==> src/rtl/axi4_lite_pkg.sv <==
// rtl/axi4_lite_pkg.sv - shared response codes and word-decode helpers for the AXI4-Lite register slave
//
// Purpose: response encodings, the register word size and the byte-address to word-index helper.
// Ports:   none (package).
// Config:  the AXI_REG_SLVERR_EN macro is consumed by axi4_lite_reg_slave, not here.
package axi4_lite_pkg;

   typedef logic [1:0] RESP_t;

   localparam RESP_t RESP_OKAY   = 2'b00;
   localparam RESP_t RESP_SLVERR = 2'b10;

   localparam int WORD_BYTES = 4;

   // Byte address to word index; the low address bits select a byte within the word and are dropped.
   function automatic logic [31:0] word_index(input logic [31:0] addr);
      return addr >> $clog2(WORD_BYTES);
   endfunction

endpackage

==> src/rtl/axi4_lite_reg_slave_if.sv <==
// rtl/axi4_lite_reg_slave_if.sv - AXI4-Lite bus bundle with master and slave views
//
// Purpose: groups the five AXI4-Lite channels (AW, W, B, AR, R) of the register slave.
// Ports:   parameters ADDR_WIDTH, DATA_WIDTH; modport slave (responder side), modport master (requester side).
interface axi4_lite_reg_slave_if #(
   parameter int ADDR_WIDTH = 32,
   parameter int DATA_WIDTH = 32
);
   logic [ADDR_WIDTH-1:0] S_AXI_AWADDR;
   logic                  S_AXI_AWVALID;
   logic                  S_AXI_AWREADY;
   logic [DATA_WIDTH-1:0] S_AXI_WDATA;
   logic [3:0]            S_AXI_WSTRB;
   logic                  S_AXI_WVALID;
   logic                  S_AXI_WREADY;
   logic [1:0]            S_AXI_BRESP;
   logic                  S_AXI_BVALID;
   logic                  S_AXI_BREADY;
   logic [ADDR_WIDTH-1:0] S_AXI_ARADDR;
   logic                  S_AXI_ARVALID;
   logic                  S_AXI_ARREADY;
   logic [DATA_WIDTH-1:0] S_AXI_RDATA;
   logic [1:0]            S_AXI_RRESP;
   logic                  S_AXI_RVALID;
   logic                  S_AXI_RREADY;

   modport slave (
      input  S_AXI_AWADDR, S_AXI_AWVALID, S_AXI_WDATA, S_AXI_WSTRB, S_AXI_WVALID,
             S_AXI_BREADY, S_AXI_ARADDR, S_AXI_ARVALID, S_AXI_RREADY,
      output S_AXI_AWREADY, S_AXI_WREADY, S_AXI_BRESP, S_AXI_BVALID,
             S_AXI_ARREADY, S_AXI_RDATA, S_AXI_RRESP, S_AXI_RVALID
   );

   modport master (
      output S_AXI_AWADDR, S_AXI_AWVALID, S_AXI_WDATA, S_AXI_WSTRB, S_AXI_WVALID,
             S_AXI_BREADY, S_AXI_ARADDR, S_AXI_ARVALID, S_AXI_RREADY,
      input  S_AXI_AWREADY, S_AXI_WREADY, S_AXI_BRESP, S_AXI_BVALID,
             S_AXI_ARREADY, S_AXI_RDATA, S_AXI_RRESP, S_AXI_RVALID
   );
endinterface

==> src/rtl/axi4_lite_reg_bank.sv <==
// rtl/axi4_lite_reg_bank.sv - register storage with byte-strobe writes, async read mux and write pulses
//
// Purpose: holds NUM_REGS words, applies strobed writes, exposes all words flat and one word by index.
// Ports:   clk, rst_n (async active-low); wr_en_i, wr_idx_i, wr_data_i, wr_strb_i (commit);
//          rd_idx_i -> rd_data_o (combinational); reg_out (flat contents); reg_wr_pulse (1 cycle per commit).
module axi4_lite_reg_bank
   import axi4_lite_pkg::*;
#(
   parameter int DATA_WIDTH = 32,
   parameter int NUM_REGS   = 8,
   parameter int IDX_W      = $clog2(NUM_REGS)
) (
   input  logic                           clk,
   input  logic                           rst_n,
   input  logic                           wr_en_i,
   input  logic [IDX_W-1:0]               wr_idx_i,
   input  logic [DATA_WIDTH-1:0]          wr_data_i,
   input  logic [WORD_BYTES-1:0]          wr_strb_i,
   input  logic [IDX_W-1:0]               rd_idx_i,
   output logic [DATA_WIDTH-1:0]          rd_data_o,
   output logic [NUM_REGS*DATA_WIDTH-1:0] reg_out,
   output logic [NUM_REGS-1:0]            reg_wr_pulse
);

   logic [DATA_WIDTH-1:0] regs_q [NUM_REGS];
   logic [DATA_WIDTH-1:0] regs_d [NUM_REGS];
   logic [NUM_REGS-1:0]   pulse_q;
   logic [NUM_REGS-1:0]   pulse_d;

   always_comb begin
      regs_d  = regs_q;
      pulse_d = '0;
      if (wr_en_i) begin
         for (int b = 0; b < WORD_BYTES; b++) begin
            if (wr_strb_i[b]) begin
               regs_d[wr_idx_i][8*b +: 8] = wr_data_i[8*b +: 8];
            end
         end
         // Pulse marks the commit even when no strobe bit is set.
         pulse_d[wr_idx_i] = 1'b1;
      end
   end

   always_ff @(posedge clk or negedge rst_n) begin
      if (!rst_n) begin
         regs_q  <= '{default: '0};
         pulse_q <= '0;
      end else begin
         regs_q  <= regs_d;
         pulse_q <= pulse_d;
      end
   end

   // Read sees the registered value, so a same-edge read returns pre-commit data.
   assign rd_data_o    = regs_q[rd_idx_i];
   assign reg_wr_pulse = pulse_q;

   for (genvar k = 0; k < NUM_REGS; k++) begin : g_flat
      assign reg_out[DATA_WIDTH*k +: DATA_WIDTH] = regs_q[k];
   end

endmodule

==> src/rtl/axi4_lite_reg_slave.sv <==
// rtl/axi4_lite_reg_slave.sv - AXI4-Lite responder exposing NUM_REGS 32-bit control registers
//
// Purpose: independent AW/W capture, one outstanding write and one outstanding read, B and R response logic.
// Ports:   clk, rst_n (async active-low); s_axi (axi4_lite_reg_slave_if.slave);
//          reg_out (reg k at [32k+31:32k]); reg_wr_pulse (1-cycle pulse per committed register).
// Config:  AXI_REG_SLVERR_EN defined -> out-of-range accesses answer SLVERR; undefined -> always OKAY.
module axi4_lite_reg_slave
   import axi4_lite_pkg::*;
#(
   parameter int ADDR_WIDTH = 32,
   parameter int DATA_WIDTH = 32,
   parameter int NUM_REGS   = 8
) (
   input  logic                           clk,
   input  logic                           rst_n,
   axi4_lite_reg_slave_if.slave           s_axi,
   output logic [NUM_REGS*DATA_WIDTH-1:0] reg_out,
   output logic [NUM_REGS-1:0]            reg_wr_pulse
);

   localparam int IDX_W = $clog2(NUM_REGS);
   localparam logic [ADDR_WIDTH-1:0] MAP_END = ADDR_WIDTH'(NUM_REGS * WORD_BYTES);

`ifdef AXI_REG_SLVERR_EN
   localparam RESP_t OOR_RESP = RESP_SLVERR;
`else
   localparam RESP_t OOR_RESP = RESP_OKAY;
`endif

   logic                  aw_held_q, aw_held_d;
   logic [ADDR_WIDTH-1:0] aw_addr_q, aw_addr_d;
   logic                  w_held_q,  w_held_d;
   logic [DATA_WIDTH-1:0] w_data_q,  w_data_d;
   logic [3:0]            w_strb_q,  w_strb_d;
   logic                  bvalid_q,  bvalid_d;
   RESP_t                 bresp_q,   bresp_d;
   logic                  rvalid_q,  rvalid_d;
   logic [DATA_WIDTH-1:0] rdata_q,   rdata_d;
   RESP_t                 rresp_q,   rresp_d;

   logic                  aw_hs, w_hs, ar_hs, commit;
   logic                  wr_in_range, rd_in_range;
   logic [IDX_W-1:0]      wr_idx, rd_idx;
   logic [DATA_WIDTH-1:0] bank_rdata;

   // Once a response is pending nothing new is taken on that side.
   assign s_axi.S_AXI_AWREADY = !aw_held_q && !bvalid_q;
   assign s_axi.S_AXI_WREADY  = !w_held_q && !bvalid_q;
   assign s_axi.S_AXI_ARREADY = !rvalid_q;

   assign aw_hs  = s_axi.S_AXI_AWVALID && s_axi.S_AXI_AWREADY;
   assign w_hs   = s_axi.S_AXI_WVALID && s_axi.S_AXI_WREADY;
   assign ar_hs  = s_axi.S_AXI_ARVALID && s_axi.S_AXI_ARREADY;
   assign commit = aw_held_q && w_held_q;

   assign wr_in_range = aw_addr_q < MAP_END;
   assign rd_in_range = s_axi.S_AXI_ARADDR < MAP_END;
   assign wr_idx      = IDX_W'(word_index(32'(aw_addr_q)));
   assign rd_idx      = IDX_W'(word_index(32'(s_axi.S_AXI_ARADDR)));

   axi4_lite_reg_bank #(
      .DATA_WIDTH (DATA_WIDTH),
      .NUM_REGS   (NUM_REGS),
      .IDX_W      (IDX_W)
   ) u_bank (
      .clk          (clk),
      .rst_n        (rst_n),
      .wr_en_i      (commit && wr_in_range),
      .wr_idx_i     (wr_idx),
      .wr_data_i    (w_data_q),
      .wr_strb_i    (w_strb_q),
      .rd_idx_i     (rd_idx),
      .rd_data_o    (bank_rdata),
      .reg_out      (reg_out),
      .reg_wr_pulse (reg_wr_pulse)
   );

   always_comb begin
      aw_held_d = aw_held_q;
      aw_addr_d = aw_addr_q;
      w_held_d  = w_held_q;
      w_data_d  = w_data_q;
      w_strb_d  = w_strb_q;
      bvalid_d  = bvalid_q;
      bresp_d   = bresp_q;
      rvalid_d  = rvalid_q;
      rdata_d   = rdata_q;
      rresp_d   = rresp_q;

      if (aw_hs) begin
         aw_held_d = 1'b1;
         aw_addr_d = s_axi.S_AXI_AWADDR;
      end
      if (w_hs) begin
         w_held_d = 1'b1;
         w_data_d = s_axi.S_AXI_WDATA;
         w_strb_d = s_axi.S_AXI_WSTRB;
      end

      // Commit and a new handshake never coincide: both holding flags are set during commit.
      if (commit) begin
         aw_held_d = 1'b0;
         w_held_d  = 1'b0;
         bvalid_d  = 1'b1;
         bresp_d   = wr_in_range ? RESP_OKAY : OOR_RESP;
      end else if (bvalid_q && s_axi.S_AXI_BREADY) begin
         bvalid_d = 1'b0;
      end

      if (rvalid_q && s_axi.S_AXI_RREADY) begin
         rvalid_d = 1'b0;
      end
      if (ar_hs) begin
         rvalid_d = 1'b1;
         rdata_d  = rd_in_range ? bank_rdata : '0;
         rresp_d  = rd_in_range ? RESP_OKAY : OOR_RESP;
      end
   end

   always_ff @(posedge clk or negedge rst_n) begin
      if (!rst_n) begin
         aw_held_q <= 1'b0;
         aw_addr_q <= '0;
         w_held_q  <= 1'b0;
         w_data_q  <= '0;
         w_strb_q  <= '0;
         bvalid_q  <= 1'b0;
         bresp_q   <= RESP_OKAY;
         rvalid_q  <= 1'b0;
         rdata_q   <= '0;
         rresp_q   <= RESP_OKAY;
      end else begin
         aw_held_q <= aw_held_d;
         aw_addr_q <= aw_addr_d;
         w_held_q  <= w_held_d;
         w_data_q  <= w_data_d;
         w_strb_q  <= w_strb_d;
         bvalid_q  <= bvalid_d;
         bresp_q   <= bresp_d;
         rvalid_q  <= rvalid_d;
         rdata_q   <= rdata_d;
         rresp_q   <= rresp_d;
      end
   end

   assign s_axi.S_AXI_BVALID = bvalid_q;
   assign s_axi.S_AXI_BRESP  = bresp_q;
   assign s_axi.S_AXI_RVALID = rvalid_q;
   assign s_axi.S_AXI_RDATA  = rdata_q;
   assign s_axi.S_AXI_RRESP  = rresp_q;

endmodule

==> src/flat_wrapper.sv <==
// flat-port wrapper written by rule: the top's interface ports become plain ports
module axi4_lite_reg_slave_flat import axi4_lite_pkg::*;
#(
   parameter int ADDR_WIDTH = 32,
   parameter int DATA_WIDTH = 32,
   parameter int NUM_REGS   = 8
)
  (clk, rst_n, reg_out, reg_wr_pulse, s_axi_S_AXI_AWADDR, s_axi_S_AXI_AWVALID, s_axi_S_AXI_WDATA, s_axi_S_AXI_WSTRB, s_axi_S_AXI_WVALID, s_axi_S_AXI_BREADY, s_axi_S_AXI_ARADDR, s_axi_S_AXI_ARVALID, s_axi_S_AXI_RREADY, s_axi_S_AXI_AWREADY, s_axi_S_AXI_WREADY, s_axi_S_AXI_BRESP, s_axi_S_AXI_BVALID, s_axi_S_AXI_ARREADY, s_axi_S_AXI_RDATA, s_axi_S_AXI_RRESP, s_axi_S_AXI_RVALID);
  axi4_lite_reg_slave_if #(.ADDR_WIDTH(ADDR_WIDTH), .DATA_WIDTH(DATA_WIDTH)) s_axi_i ();
  input  logic clk;
  input  logic rst_n;
  output logic [NUM_REGS*DATA_WIDTH-1:0] reg_out;
  output logic [NUM_REGS-1:0] reg_wr_pulse;
  input wire logic [$bits(s_axi_i.S_AXI_AWADDR)-1:0] s_axi_S_AXI_AWADDR;
  input wire logic [$bits(s_axi_i.S_AXI_AWVALID)-1:0] s_axi_S_AXI_AWVALID;
  input wire logic [$bits(s_axi_i.S_AXI_WDATA)-1:0] s_axi_S_AXI_WDATA;
  input wire logic [$bits(s_axi_i.S_AXI_WSTRB)-1:0] s_axi_S_AXI_WSTRB;
  input wire logic [$bits(s_axi_i.S_AXI_WVALID)-1:0] s_axi_S_AXI_WVALID;
  input wire logic [$bits(s_axi_i.S_AXI_BREADY)-1:0] s_axi_S_AXI_BREADY;
  input wire logic [$bits(s_axi_i.S_AXI_ARADDR)-1:0] s_axi_S_AXI_ARADDR;
  input wire logic [$bits(s_axi_i.S_AXI_ARVALID)-1:0] s_axi_S_AXI_ARVALID;
  input wire logic [$bits(s_axi_i.S_AXI_RREADY)-1:0] s_axi_S_AXI_RREADY;
  output wire logic [$bits(s_axi_i.S_AXI_AWREADY)-1:0] s_axi_S_AXI_AWREADY;
  output wire logic [$bits(s_axi_i.S_AXI_WREADY)-1:0] s_axi_S_AXI_WREADY;
  output wire logic [$bits(s_axi_i.S_AXI_BRESP)-1:0] s_axi_S_AXI_BRESP;
  output wire logic [$bits(s_axi_i.S_AXI_BVALID)-1:0] s_axi_S_AXI_BVALID;
  output wire logic [$bits(s_axi_i.S_AXI_ARREADY)-1:0] s_axi_S_AXI_ARREADY;
  output wire logic [$bits(s_axi_i.S_AXI_RDATA)-1:0] s_axi_S_AXI_RDATA;
  output wire logic [$bits(s_axi_i.S_AXI_RRESP)-1:0] s_axi_S_AXI_RRESP;
  output wire logic [$bits(s_axi_i.S_AXI_RVALID)-1:0] s_axi_S_AXI_RVALID;
  assign s_axi_i.S_AXI_AWADDR = s_axi_S_AXI_AWADDR;
  assign s_axi_i.S_AXI_AWVALID = s_axi_S_AXI_AWVALID;
  assign s_axi_i.S_AXI_WDATA = s_axi_S_AXI_WDATA;
  assign s_axi_i.S_AXI_WSTRB = s_axi_S_AXI_WSTRB;
  assign s_axi_i.S_AXI_WVALID = s_axi_S_AXI_WVALID;
  assign s_axi_i.S_AXI_BREADY = s_axi_S_AXI_BREADY;
  assign s_axi_i.S_AXI_ARADDR = s_axi_S_AXI_ARADDR;
  assign s_axi_i.S_AXI_ARVALID = s_axi_S_AXI_ARVALID;
  assign s_axi_i.S_AXI_RREADY = s_axi_S_AXI_RREADY;
  assign s_axi_S_AXI_AWREADY = s_axi_i.S_AXI_AWREADY;
  assign s_axi_S_AXI_WREADY = s_axi_i.S_AXI_WREADY;
  assign s_axi_S_AXI_BRESP = s_axi_i.S_AXI_BRESP;
  assign s_axi_S_AXI_BVALID = s_axi_i.S_AXI_BVALID;
  assign s_axi_S_AXI_ARREADY = s_axi_i.S_AXI_ARREADY;
  assign s_axi_S_AXI_RDATA = s_axi_i.S_AXI_RDATA;
  assign s_axi_S_AXI_RRESP = s_axi_i.S_AXI_RRESP;
  assign s_axi_S_AXI_RVALID = s_axi_i.S_AXI_RVALID;
  axi4_lite_reg_slave #(.ADDR_WIDTH(ADDR_WIDTH), .DATA_WIDTH(DATA_WIDTH), .NUM_REGS(NUM_REGS)) u_core (.clk(clk), .rst_n(rst_n), .s_axi(s_axi_i), .reg_out(reg_out), .reg_wr_pulse(reg_wr_pulse));
endmodule
==> config.mk <==
export PLATFORM = sky130hd
export DESIGN_NAME = axi4_lite_reg_slave_flat
export DESIGN_NICKNAME = d
export VERILOG_FILES = /design/src/rtl/axi4_lite_pkg.sv /design/src/rtl/axi4_lite_reg_slave_if.sv /design/src/rtl/axi4_lite_reg_bank.sv /design/src/rtl/axi4_lite_reg_slave.sv /design/src/flat_wrapper.sv
export SDC_FILE = /design/constraint.sdc
export NUM_CORES = 1
export LEC_CHECK = 0
export CAP_MARGIN = 40
export CORE_MARGIN = 3
export CORE_UTILIZATION = 45
export CTS_CLUSTER_DIAMETER = 100
export CTS_CLUSTER_SIZE = 25
export DETAILED_ROUTE_END_ITERATION = 8
export PLACE_DENSITY = 0.78
export SYNTH_ARGS = -nofsm -noshare
export SYNTH_HDL_FRONTEND = slang
export SYNTH_SLANG_ARGS = --single-unit
==> constraint.sdc <==
create_clock -name clk -period 2 [get_ports clk]
set_input_delay 0.4 -clock clk [delete_from_list [all_inputs] [get_ports clk]]
set_output_delay 0.4 -clock clk [all_outputs]
set_load 0.02 [all_outputs]
Word-level counts from Yosys, hierarchy flattened
Cells that the tools add are included.
W data, S select, Z words.
Word-level totals
  register bits after elaboration: 368
  output and inout bits: 305
  logic and storage cells: 79
Operators by class
  $lt $le $gt $ge: 7
  muxes and demuxes: 34
  bitwise logic cells: 2
  reductions and logical operators: 19
Operator list (number)
  $mux W256: 7
  $bwmux W256: 4
  $demux W32 S3: 4
  $mux W32: 4
  $bmux W32 S3: 1
  $lt A32 B6 Y1 const B: 2
  $mux W24: 1
  $mux W16: 1
  $mux W8: 2
  $logic_and A1 B1 Y1: 11
  $mux W1: 9
  $ge A4 B4 Y1 const B: 2
  $not A3 Y4: 2
  $reduce_bool A2 Y1: 4
  $logic_not A1 Y1: 4
  $lt A3 B4 Y1 const B: 1
  $lt A4 B1 Y1 const B: 1
  $demux W1 S3: 1
  $ge A3 B1 Y1 const B: 1

Logic depth before layout (Yosys ltp)
  word-level depth: 16
  gate-level depth with buffers: 6

Cells and area by module
Synthesis repeated with hierarchy kept, for this count alone.
Unflattened totals
  cells, all modules: 1026
  area, all modules: 16219.3 um2
Modules (own cells, without submodules)
  axi4_lite_reg_bank: times used 1, cells each 699, area an instance 11871.4 um2, seq. area each 6606.3 um2
  axi4_lite_reg_slave: times used 1, cells each 327, area an instance 4347.9 um2, seq. area each 2552.4 um2

Worst setup path after synthesis
No wires, ideal clock.
  path type: reg2reg
  from: register u_core.aw_addr_q[8]
  to: register u_core.u_bank.regs_q, in the netlist u_core.u_bank.reg_out[120]
  setup time: 125 ps
  arrival: 2055 ps
  data required time: 1875 ps
  setup slack: -180 ps
  cell stages (with the launch flop): 7
  period minus slack after synthesis: 2180 ps
  cells stage by stage: dfrtp_1 nor4_1 nand4_1 buf_6 buf_8 nor4_4 mux2_4
On the way
  word-level cells in the longest chain between the ends: 2
Ends and longest elaborated chain
  from (decl): RTL line axi4_lite_reg_slave.sv:31  | logic [ADDR_WIDTH-1:0] aw_addr_q, aw_addr_d;
  from (signal assigned): RTL line axi4_lite_reg_slave.sv:134  | aw_addr_q <= aw_addr_d;
  $lt A32 B6 Y1: RTL line axi4_lite_reg_slave.sv:56  | assign wr_in_range = aw_addr_q < MAP_END;
  $logic_and A1 B1 Y1: RTL line axi4_lite_reg_slave.sv:68  | .wr_en_i (commit && wr_in_range),
  to (signal assigned): RTL line axi4_lite_reg_bank.sv:49  | regs_q <= regs_d;
  to (decl): RTL line axi4_lite_reg_bank.sv:25  | logic [DATA_WIDTH-1:0] regs_q [NUM_REGS];
Every way passes these cells.
A chain may end at the register's enable or synchronous reset.

Worst setup path after layout
  from: register u_core.aw_addr_q[6]
  to: register u_core.u_bank.regs_q, in the netlist u_core.u_bank.reg_out[42]
The elaborated chain is that of the path after synthesis.

==> results_dict.tcl <==
set metrics [dict create \
    clock.fmax_mhz 459.2 \
    clock_sinks 366 \
    start_kind "register" \
    grt_overflow 0 \
    dp_cells 1887 \
    final_cells 1926 \
    grt_antenna_before_repair 1 \
    crit_type "register to register" \
    cp-end-kind "register" \
    cts_tree "yes" \
    syn_avg_cell_area_um2 16.46 \
    route.detailed.drc 0 \
    maxSlewHeadroom_pct 62.23 \
    seqCellArea_mm2 0.009159 \
    cts_max_level 1 \
    crit_required_ns 2.42 \
    status "finished, violations left" \
    die-width_um 196.5 \
    fin_ws_ns -0.1775 \
    worst_pin_slew_ns 0.5666 \
    clk_path_buf_depth 3 \
    hold_class "primary input to asynchronous set/reset pin" \
    finalSetupViolations 258 \
    final_cell_mix "366 x dfrtp_1, 255 x mux2_4, 230 x clkdlybuf4s50_1" \
    dr.pass1.iters 7 \
    drive_above_1_share_pct 37.77 \
    reg2regPathDepth 7 \
    timing.final.crit_share_pct 108.9 \
    n_fill_cell 2484 \
    io_buffers 403 \
    die_h_um 196.5 \
    syn_inst 992 \
    synth-seq-cells 366 \
    final_common_cell "dfrtp_1" \
    arrival_ns 2.60 \
    drt_wl_total_um 50630 \
    nets 1571 \
    grt_setup_unrepaired "yes" \
    wl_per_cell_um 26.29 \
    clkTransAtPathRegs_ns 0.11 \
    violations "negative setup slack" \
    drt_iter0_drc 559 \
    syn_area_mm2 0.01633 \
    syn_to_final_growth_pct 44.72 \
    ir_drop_mv 0.7765 \
    finalMaxSlewViolations 0 \
    yosysSeqAreaShare_pct 56.07 \
    gp_congestion 0.8343 \
    core_mm2 0.03566 \
    grt_pass1_vias 11798 \
    p_leak_uw 0.01253 \
    viasPerCell 5.674 \
    clk_latency_ns 0.53 \
    root_buffer "clkbuf_16" \
    dieArea_mm2 0.03862 \
    clock-skew-final_ns 0.01913 \
    power_density_mw_per_mm2 705.9 \
    start_util_pct 45.81 \
    maxCapViolCount 0 \
    multi_input_comb_area_mm2 0.007747 \
    grt_first_pass_wirelength_um 76210 \
    fin_crit_ns 2.177 \
    dr_total_vias 10929 \
    cts_buffers 18 \
    hold_viol_final 0 \
    synth_cell_types 33 \
    dpl.hpwl_um 34550 \
    rows 69 \
    ys_warn_count 0 \
    ant_nets 0 \
    fin_setup_tns_ns -28.48 \
    grt_max_degree 71 \
    grt_use_total_pct 25.57 \
    pin_count 412 \
    crit_fanout 8 \
]
## what timing repair did
action,4_1_cts,5_1_grt
hold buffers,1,0
gates resized for setup,192,134
hold endpoints to repair,30,0
setup endpoints to repair,319,372
buffers inserted,7,5
gates cloned,3,2
pin swaps,25,7
## cells in the mapped netlist (all sizes together)
cell,n,area [um2]
clkinv,1,3.750
clkbuf,21,78.83
nand2b,2,12.51
nor3,3,15.01
or3,4,25.02
or4,4,30.03
conb,1,3.750
and2,5,31.28
dfrtp,366,9159
nand4,3,33.78
mux2i,32,320.3
nor4,45,798.3
buf,26,177.7
or2,1,6.260
nor2,6,22.52
mux4,64,1441
inv,3,11.26
o21bai,1,7.510
o21ai,35,175.2
nand2,46,172.7
a21o,1,7.510
nand3,1,5.000
mux2,321,3795
## layout make-up
type	instances	area share [%]
diodes	1	0.01059
clock buffers	19	2.011
clock inverters	1	0.04764
inverters	4	0.06352
multi-input cells	578	32.78
flip-flops and latches	366	38.75
well taps	461	2.440
repair buffers	496	23.90
## state kept, by name, indices dropped and copies added, names as in the netlist, 4 cells and up
| register | cells |
|---|---|
| u_core.w_data_q | 32 |
| u_core.u_bank.reg_wr_pulse | 8 |
| u_core.s_axi.S_AXI_RDATA | 32 |
| u_core.u_bank.reg_out | 256 |
| u_core.w_strb_q | 4 |
| u_core.aw_addr_q | 30 |
## per-layer routing
| layer | global-route usage (%) | part of all wire, % |
|---|---|---|
| met5 | 0 | 0 |
| met4 | 6.443 | 2.8 |
| met2 | 41.18 | 48 |
| met1 | 36.01 | 42 |
| met3 | 5.333 | 7.5 |
## metrics by stage
| stage | total power [uW] | hold WS [ns] | instance area [um2] | setup slack [ns] | utilization [%] |
|---|---|---|---|---|---|
| 2_1_floorplan | 11040 | 0.1044 | 16640 | -0.1782 | - |
| 3_3_place_gp | 12470 | 0.3440 | 22170 | -0.4735 | 62.17 |
| 3_5_place_dp | 12590 | 0.3411 | 22170 | -0.5171 | 62.17 |
| 4_1_cts | 16760 | 0.3743 | 23200 | -0.2156 | 65.08 |
| 5_1_grt | 17390 | 0.4030 | 23640 | -0.2689 | 66.29 |
| 6_report | 16690 | 0.3809 | 23640 | -0.1775 | 66.29 |
## cell families after synthesis
kind of cell | count (synthesis) | synth area share (%)
mux | 417 | 34.02
flops | 366 | 56.07
simple gates | 120 | 7.055
buf+inv | 51 | 1.662
compound gates | 37 | 1.164
other cells | 1 | 0.02296
## where the power goes
part	switching (uW)	internal (uW)	leakage (uW)	total [uW]
logic	1650	1590	0.00733	3240
clock network	2360	1720	0.000240	4080
registers	1240	8120	0.00496	9370
## worst max-delay path, cell delays in order, from the launching register on
cell	delay, ns
dfrtp_1	0.39
nor4_2	0.30
nand4_1	0.14
buf_6	0.19
buf_16	0.15
nor4_4	0.36
buf_12	0.20
mux2_2	0.34
## worst paths after layout
check | start | to | slack [ns]
worst min register to register | u_core.s_axi.S_AXI_RDATA[11]$_DFFE_PN0P_ | u_core.s_axi.S_AXI_RDATA[11]$_DFFE_PN0P_ | 0.49
min in group clk | s_axi_S_AXI_AWADDR[2] | u_core.aw_addr_q[2]$_DFFE_PN0P_ | 0.43
worst max-delay path | u_core.aw_addr_q[6]$_DFFE_PN0P_ | u_core.u_bank.reg_out[42]$_DFFE_PN0P_ | -0.18
worst min-delay path | rst_n | u_core.u_bank.reg_out[29]$_DFFE_PN0P_ | 0.38
worst max register to register | u_core.aw_addr_q[6]$_DFFE_PN0P_ | u_core.u_bank.reg_out[42]$_DFFE_PN0P_ | -0.18
max in group asynchronous | rst_n | u_core.u_bank.reg_out[123]$_DFFE_PN0P_ | 0.80
(Power assumes the default switching activity.)
